<file path="src/rtl/seg_display_scan.sv">
// Time-multiplexed 4-digit 7-segment scanner with per-slot blanking and a frame pulse.
// Optional build macro SEG_DISPLAY_HEX_DECODE_EN decodes each input nibble to segments.
module seg_display_scan #(
  parameter int PRESCALE     = 50000,
  parameter int BLANK_CYCLES = 500
) (
  input  logic       clk,
  input  logic       reset,
  input  logic       en,
  input  logic [7:0] display0,
  input  logic [7:0] display1,
  input  logic [7:0] display2,
  input  logic [7:0] display3,
  output logic [7:0] seg,
  output logic [3:0] an,
  output logic       frame_done
);

  localparam int CW = $clog2(PRESCALE);
  localparam logic [CW-1:0] LAST_C  = CW'(PRESCALE - 1);
  localparam logic [CW-1:0] BLANK_C = CW'(BLANK_CYCLES);

  logic [CW-1:0] cnt_q, cnt_d;
  logic [1:0]    idx_q, idx_d;
  logic [7:0]    pat_q, pat_d;
  logic [7:0]    seg_q, seg_d;
  logic [3:0]    an_q, an_d;
  logic          fd_q, fd_d;
  logic          wrap;
  logic          vis_d;
  logic          enter_d;
  logic          capture;
  logic [7:0]    sel_raw;

`ifdef SEG_DISPLAY_HEX_DECODE_EN
  logic unused_hi_bits;
  assign unused_hi_bits = ^sel_raw[6:4];

  function automatic logic [7:0] slot_pattern(input logic dp, input logic [3:0] nib);
    logic [6:0] s;
    case (nib)
      4'h0: s = 7'h3F;
      4'h1: s = 7'h06;
      4'h2: s = 7'h5B;
      4'h3: s = 7'h4F;
      4'h4: s = 7'h66;
      4'h5: s = 7'h6D;
      4'h6: s = 7'h7D;
      4'h7: s = 7'h07;
      4'h8: s = 7'h7F;
      4'h9: s = 7'h6F;
      4'hA: s = 7'h77;
      4'hB: s = 7'h7C;
      4'hC: s = 7'h39;
      4'hD: s = 7'h5E;
      4'hE: s = 7'h79;
      default: s = 7'h71;
    endcase
    return {dp, s};
  endfunction

  logic [7:0] sel_pat;
  assign sel_pat = slot_pattern(sel_raw[7], sel_raw[3:0]);
`else
  logic [7:0] sel_pat;
  assign sel_pat = sel_raw;
`endif

  // Input chosen by the slot the scanner is about to be in after this edge.
  always_comb begin
    case (idx_d)
      2'd0:    sel_raw = display0;
      2'd1:    sel_raw = display1;
      2'd2:    sel_raw = display2;
      default: sel_raw = display3;
    endcase
  end

  // Next-state: counters free-run; outputs derive from the post-edge slot/phase.
  always_comb begin
    wrap    = (cnt_q == LAST_C);
    cnt_d   = wrap ? '0 : cnt_q + 1'b1;
    idx_d   = wrap ? idx_q + 2'd1 : idx_q;
    vis_d   = (BLANK_CYCLES == 0) ? 1'b1 : (cnt_d >= BLANK_C);
    enter_d = (cnt_d == BLANK_C);
    // A dark panel re-lit mid-slot must show a fresh pattern, not a stale one.
    capture = en && vis_d && (enter_d || (an_q == 4'b1111));
    pat_d   = capture ? sel_pat : pat_q;
    an_d    = (en && vis_d) ? ~(4'b0001 << idx_d) : 4'b1111;
    seg_d   = (en && vis_d) ? pat_d : 8'h00;
    fd_d    = wrap && (idx_q == 2'd3);
  end

  always_ff @(posedge clk or negedge reset) begin
    if (!reset) begin
      cnt_q <= '0;
      idx_q <= 2'd0;
      an_q  <= 4'b1111;
      seg_q <= 8'h00;
      fd_q  <= 1'b0;
    end else begin
      cnt_q <= cnt_d;
      idx_q <= idx_d;
      an_q  <= an_d;
      seg_q <= seg_d;
      fd_q  <= fd_d;
    end
  end

  always_ff @(posedge clk) begin
    pat_q <= pat_d;
  end

  assign seg        = seg_q;
  assign an         = an_q;
  assign frame_done = fd_q;

endmodule

</file>
<file path="config.mk">
export PLATFORM = sky130hd
export DESIGN_NAME = seg_display_scan
export DESIGN_NICKNAME = d
export VERILOG_FILES = /design/src/rtl/seg_display_scan.sv
export SDC_FILE = /design/constraint.sdc
export NUM_CORES = 1
export LEC_CHECK = 0
export ABC_AREA = 1
export CAP_MARGIN = 20
export CORE_MARGIN = 5
export CORE_UTILIZATION = 28
export CTS_BUF_LIST = sky130_fd_sc_hd__clkbuf_8
export DETAILED_ROUTE_END_ITERATION = 8
export PLACE_DENSITY = 0.48
export SETUP_SLACK_MARGIN = 0.4
export SLEW_MARGIN = 20
export SYNTH_ARGS = -nofsm -noshare
export SYNTH_HDL_FRONTEND = slang
export SYNTH_SLANG_ARGS = --single-unit
</file>
<file path="constraint.sdc">
create_clock -name clk -period 4.87 [get_ports clk]
set_clock_uncertainty 0.05 [all_clocks]
set_input_delay 1.2175 -clock clk [delete_from_list [all_inputs] [get_ports clk]]
set_output_delay 1.2175 -clock clk [all_outputs]
set_load 0.05 [all_outputs]
</file>
# After elaboration in Yosys (flattened, before gate mapping)
# Cells that the tools add are included.
[totals] ff_bits=39 output_inout_bits=13 inputBits=35
[op_classes] n_shift=1 magnitude_cmp=1 muxes=6 eq_ne=6 n_reduce_logical=5 bitwise=1 add_sub_neg=2
[op_table] op="$pmux 8 s3" n=1
[op_table] op="$add 16x1->16 const B" n=1
[op_table] op="$eq 16x16->1 const B" n=1
[op_table] op="$eq 16x9->1 const B" n=1
[op_table] op="$ge 16x9->1 const B" n=1
[op_table] op="$mux 16" n=1
[op_table] op="$mux 8" n=2
[op_table] op="$eq 2x2->1 const B" n=2
[op_table] op="$eq 4x4->1 const B" n=1
[op_table] op="$mux 4" n=1
[op_table] op="$not 4->4" n=1
[op_table] op="$shl 1x2->4 const A" n=1
[op_table] op="$logic_and 1x1->1" n=3
[op_table] op="$add 2x1->2 const B" n=1
[op_table] op="$eq 2x1->1 const B" n=1
[op_table] op="$logic_not 2->1" n=1
[op_table] op="$mux 2" n=1
[op_table] op="$logic_or 1x1->1" n=1

# Longest topological paths before layout
[depth] word_depth=7 ltp_mapped=15 mapped_depth_nobuf=15

# Least setup slack after synthesis
# Ideal clock, no wire load.
[synth_timing] path_type="flip-flop to flip-flop" start="reg cnt_q[0]" end="reg seg_q[1], in the netlist seg[1]" path_stages_with_launch=15 t_arrival_ns=1.928 path_slack_ns=2.769 setup_time_ns=0.122 path_cell_list="dfrtp_1 ha_1 nand2_1 nor2_4 nand3_2 nor2_4 nand2_2 nand2_4 nand2_2 buf_6 or2_0 nand2_1 nand4_1 nand2_1 nor2_1"
[synth_rtl] element="start: declaration" line="23" source="logic [CW-1:0] cnt_q, cnt_d;"
[synth_rtl] element="start signal: assignment" line="102" source="cnt_q <= cnt_d;"
[synth_rtl] element="$eq 16x16->1 *" line="81" source="wrap = (cnt_q == LAST_C);"
[synth_rtl] element="$mux 2 *" line="83" source="idx_d = wrap ? idx_q + 2'd1 : idx_q;"
[synth_rtl] element="via idx_d[0]" line="24" source="logic [1:0] idx_q, idx_d;"
[synth_rtl] element="$eq 2x2->1 (tied with other cells)" line="71" source="case (idx_d)"
[synth_rtl] element="$pmux 8 s3 *" line="71"
[synth_rtl] element="$mux 8 *" line="88" source="pat_d = capture ? sel_pat : pat_q;"
[synth_rtl] element="$mux 8 *" line="90" source="seg_d = (en && vis_d) ? pat_d : 8'h00;"
[synth_rtl] element="via seg_d[1]" line="26" source="logic [7:0] seg_q, seg_d;"
[synth_rtl] element="end signal: assignment" line="105" source="seg_q <= seg_d;"
[synth_rtl] element="end: declaration" line="26"
# The timed path passes the listed nets; every way through them passes the cells marked *.

# Final worst setup path
[layout_timing] start="reg an_q[2], in the netlist an[2]" end="out an[2]"
[layout_rtl] element="start: declaration" line="27" source="logic [3:0] an_q, an_d;"
[layout_rtl] element="start signal: assignment" line="104" source="an_q <= an_d;"
[layout_rtl] element="end: declaration" line="15" source="output logic [3:0] an,"
# No word-level cell between the ends.

==> metrics.md <==
| Metric | Value |
|---|---|
| CTS Sinks | 39 |
| Htree depth | 2 |
| Layout cell share with drive strength beyond 1 | 14.9% |
| Count of input and output buffers | between 40 and 50 |
| Antenna violations before repair | 0 |
| VDD IR-drop max | 0.000171 V |
| HPWL Detailed | just under 5000 um |
| Routed WL per cell | about 12 um |
| I/O pin cnt | between 40 and 50 |
| Root Buffer | clkbuf_8 |
| Vias in the first global route | 2,134 |
| Max capacitance violation total | 0 |
| Pwr dens | ~220 nW/um^2 |
| Delay-heaviest family, CP | buffers and inverters |
| DP Worst Slack | approximately 2.3 ns |
| RSZ-0062 raised after global routing | false |
| WP buf/inv | 1 |
| Crit. End Element | primary output |
| Clk_lat worst skew | 0.29 ns |
| Relative slew margins | about two thirds |
| DRC violation count after routing | 0 |
| Routed vias | ~2,100 |
| Chip width | 102 um |
| Starting density of the core | approximately 29% |
| Worst setup path class | flip-flop to primary output |
| Core Rows | 33 |
| Synth Register Bits | 39 |
| Fmax | roughly 0.34 GHz |
| Min-delay worst type | flip-flop to flip-flop |
| Post-CTS sizing | 0 |
| Drt initial violations | 61 |
| Actual slew at the worst max-slew pin | approximately 0.50 ns |
| Final setup margin | a little under 2 ns |
| Setup-failing EPs final | 0 |
| CTS tree | built |
| Lkg Pwr | around 1.5 nW |
| Post-route setup TNS | 0 ns |
| Total power | ~0.69 mW |
| Mapped Avg Cell Area | around 7.3 sq um |
| Die Height | 102 um |
| Largest net degree at the start of global routing | 32 |
| Period utilisation layout | between 50% and 60% |
| Number of diodes | 0 |
| Synthesized netlist cell count | around 320 |
| Crit path arrival time | 1.63 ns |
| Ys Warns | 0 |
| Status | complete, no violations |
| CP cell instances | clkdlybuf4s50_1 |
| Hold Buf Count CTS | 0 |
| Syn Nets | around 360 |
| Final Critical Period | ~2.9 ns |
| Core area | 8220 sq um |
| Clk buf depth | 2 |
| CP max stage cell | clkdlybuf4s50_1 |
| Total GRT Usage | 12.4% |
| Layout fillers | 850 |
| Nets | 414 |
| Crit path max fanout | 2 |
| First-pass GRT wire length | 10,000 um |
| Req. time, crit path | about 3.6 ns |
| Slew Viols, Final | 0 |
| Postcts setup bufs | 0 |
| Remaining Overflow, GRT | 0 |
| Syn-to-layout area delta | 30.4% |
| CP max stage delay | 0.80 ns |
| DRT Pass-1 Iters | 7 |
| Via/cell ratio | about 4.4 |
| Post-DRT Antenna Nets | 0 |
| Clock-pin slew on the worst setup and hold paths | roughly 0.09 ns |
| Post-Syn Area | between 2000 and 2500 sq um |
| WL final | 5930 um |
| Crit start category | flip-flop |
| Sequential area share after synthesis | between 30 and 40% |
| Post-synthesis cell type count | 26 |
| Final Hold Fails | 0 |
| Die area | roughly 10,000 sq um |
| CTS Buf Count | 5 |
| Final Wtd Congestion | between 0.8 and 0.9 |
## power by group
part           leakage, nW  total, mW  internal (mW)  switching, mW
registers            0.470      0.323          0.323              0
logic                0.948     0.0409         0.0270         0.0139
clock network       0.0644      0.327          0.204          0.123
total                 1.48      0.691          0.554          0.136
## cells by family (layout without fill, tap and decap cells)
family | after synthesis | count (layout) | share of synthesized area [%]
and+or+nand+nor | 216 | 216 | 46.3
buffers and inverters | 56 | 109 | 9.63
adders and majority gates | 3 | 3 | 1.59
DFF | 39 | 39 | 39.8
xor gates and xnor gates | 2 | 2 | 0.741
AOI/OAI and AO/OA | 8 | 8 | 1.90
## through the flow
step | instances | cell area, sq um | hold slack (ns) | utilization (%)
CTS | 482 | 3080 | 0.470 | 37.5
detailed placement | 474 | 2950 | 0.449 | 35.9
floorplan | 324 | 2360 | 0.432 | -
global route | 482 | 3080 | 0.515 | 37.5
global placement | 474 | 2950 | 0.452 | 35.9
finish | 482 | 3080 | 0.465 | 37.5
## synth_stat cells
cell type / n / area share (%)
inv_1: 49 / 7.8
dfstp_2: 4 / 4.4
dfxtp_1: 8 / 6.8
ha_1: 3 / 1.6
inv_2: 2 / 0.32
buf_6: 2 / 0.95
clkinv_1: 1 / 0.16
nand3_1: 43 / 9.1
o21ai_0: 5 / 1.1
nand3_4: 1 / 0.74
clkinv_2: 1 / 0.21
or2_2: 2 / 0.53
nand2_2: 11 / 2.9
nand2_4: 4 / 1.9
a21oi_1: 1 / 0.21
or2_0: 6 / 1.6
xor2_1: 2 / 0.74
nand4_1: 12 / 3.2
nand2_1: 83 / 13
nand3_2: 8 / 3.4
o21bai_1: 2 / 0.63
buf_2: 1 / 0.21
nor2_2: 9 / 2.4
dfrtp_1: 27 / 29
nor2_1: 32 / 5.1
nor2_4: 5 / 2.4
## metal layers
layer | global-route usage (%) | wire length (um) | part of all wire [%]
met5 | 0 | 0 | 0
met4 | 4.34 | 112 | 1.9
met3 | 2.94 | 313 | 5.3
met2 | 20.0 | 2670 | 45
met1 | 16.3 | 2830 | 48
## tightest hold or removal path, cell delays in order, from the launching register on
cell     delay [ns]
dfxtp_1        0.30
inv_1          0.04
nand2_1        0.04
nand2_1        0.07
nor2_1         0.04
## cell usage in the layout, fill, tap and decap left out, types with 2 or more instances in the layout
cell type        count
nand2_1             83
inv_1               49
clkdlybuf4s50_1     47
nand3_1             43
nor2_1              32
dfrtp_1             27
nand4_1             12
nand2_2             11
nor2_2               9
nand3_2              8
dfxtp_1              8
or2_0                6
nor2_4               5
o21ai_0              5
clkbuf_8             5
nand2_4              4
dfstp_2              4
ha_1                 3
inv_2                2
xor2_1               2
o21bai_1             2
or2_2                2
bufinv_16            2
## final timing paths
check	startpoint	slack, ns	end	cells past startpoint
worst min register to register	pat_q[0]$_DFF_P_	0.46	seg[0]$_DFF_PN0_	4
worst max-delay path	an[2]$_DFF_PN1_	1.97	an[2]	1
worst min-delay path	pat_q[0]$_DFF_P_	0.46	seg[0]$_DFF_PN0_	4
min in group asynchronous	reset	1.27	cnt_q[7]$_DFF_PN0_	2
max in group asynchronous	reset	3.16	an[2]$_DFF_PN1_	2
worst max register to register	cnt_q[0]$_DFF_PN0_	2.30	seg[0]$_DFF_PN0_	11
## sequential cells by signal, indices dropped and copies added (netlist names)
register / cells
cnt_q: 16
pat_q: 8
seg: 8
an: 4
idx_q: 2
frame_done: 1
## final cells by class
cell class	count	area, sq um	share of cell area, %
multi-input combinational	229	1200	38.8
timing repair buffer	48	478	15.5
clock inverter	3	67.6	2.19
clock buffer	5	68.8	2.23
sequential	39	941	30.5
inverter	53	200	6.49
tap	105	131	4.26
(Power assumes the default switching activity.)
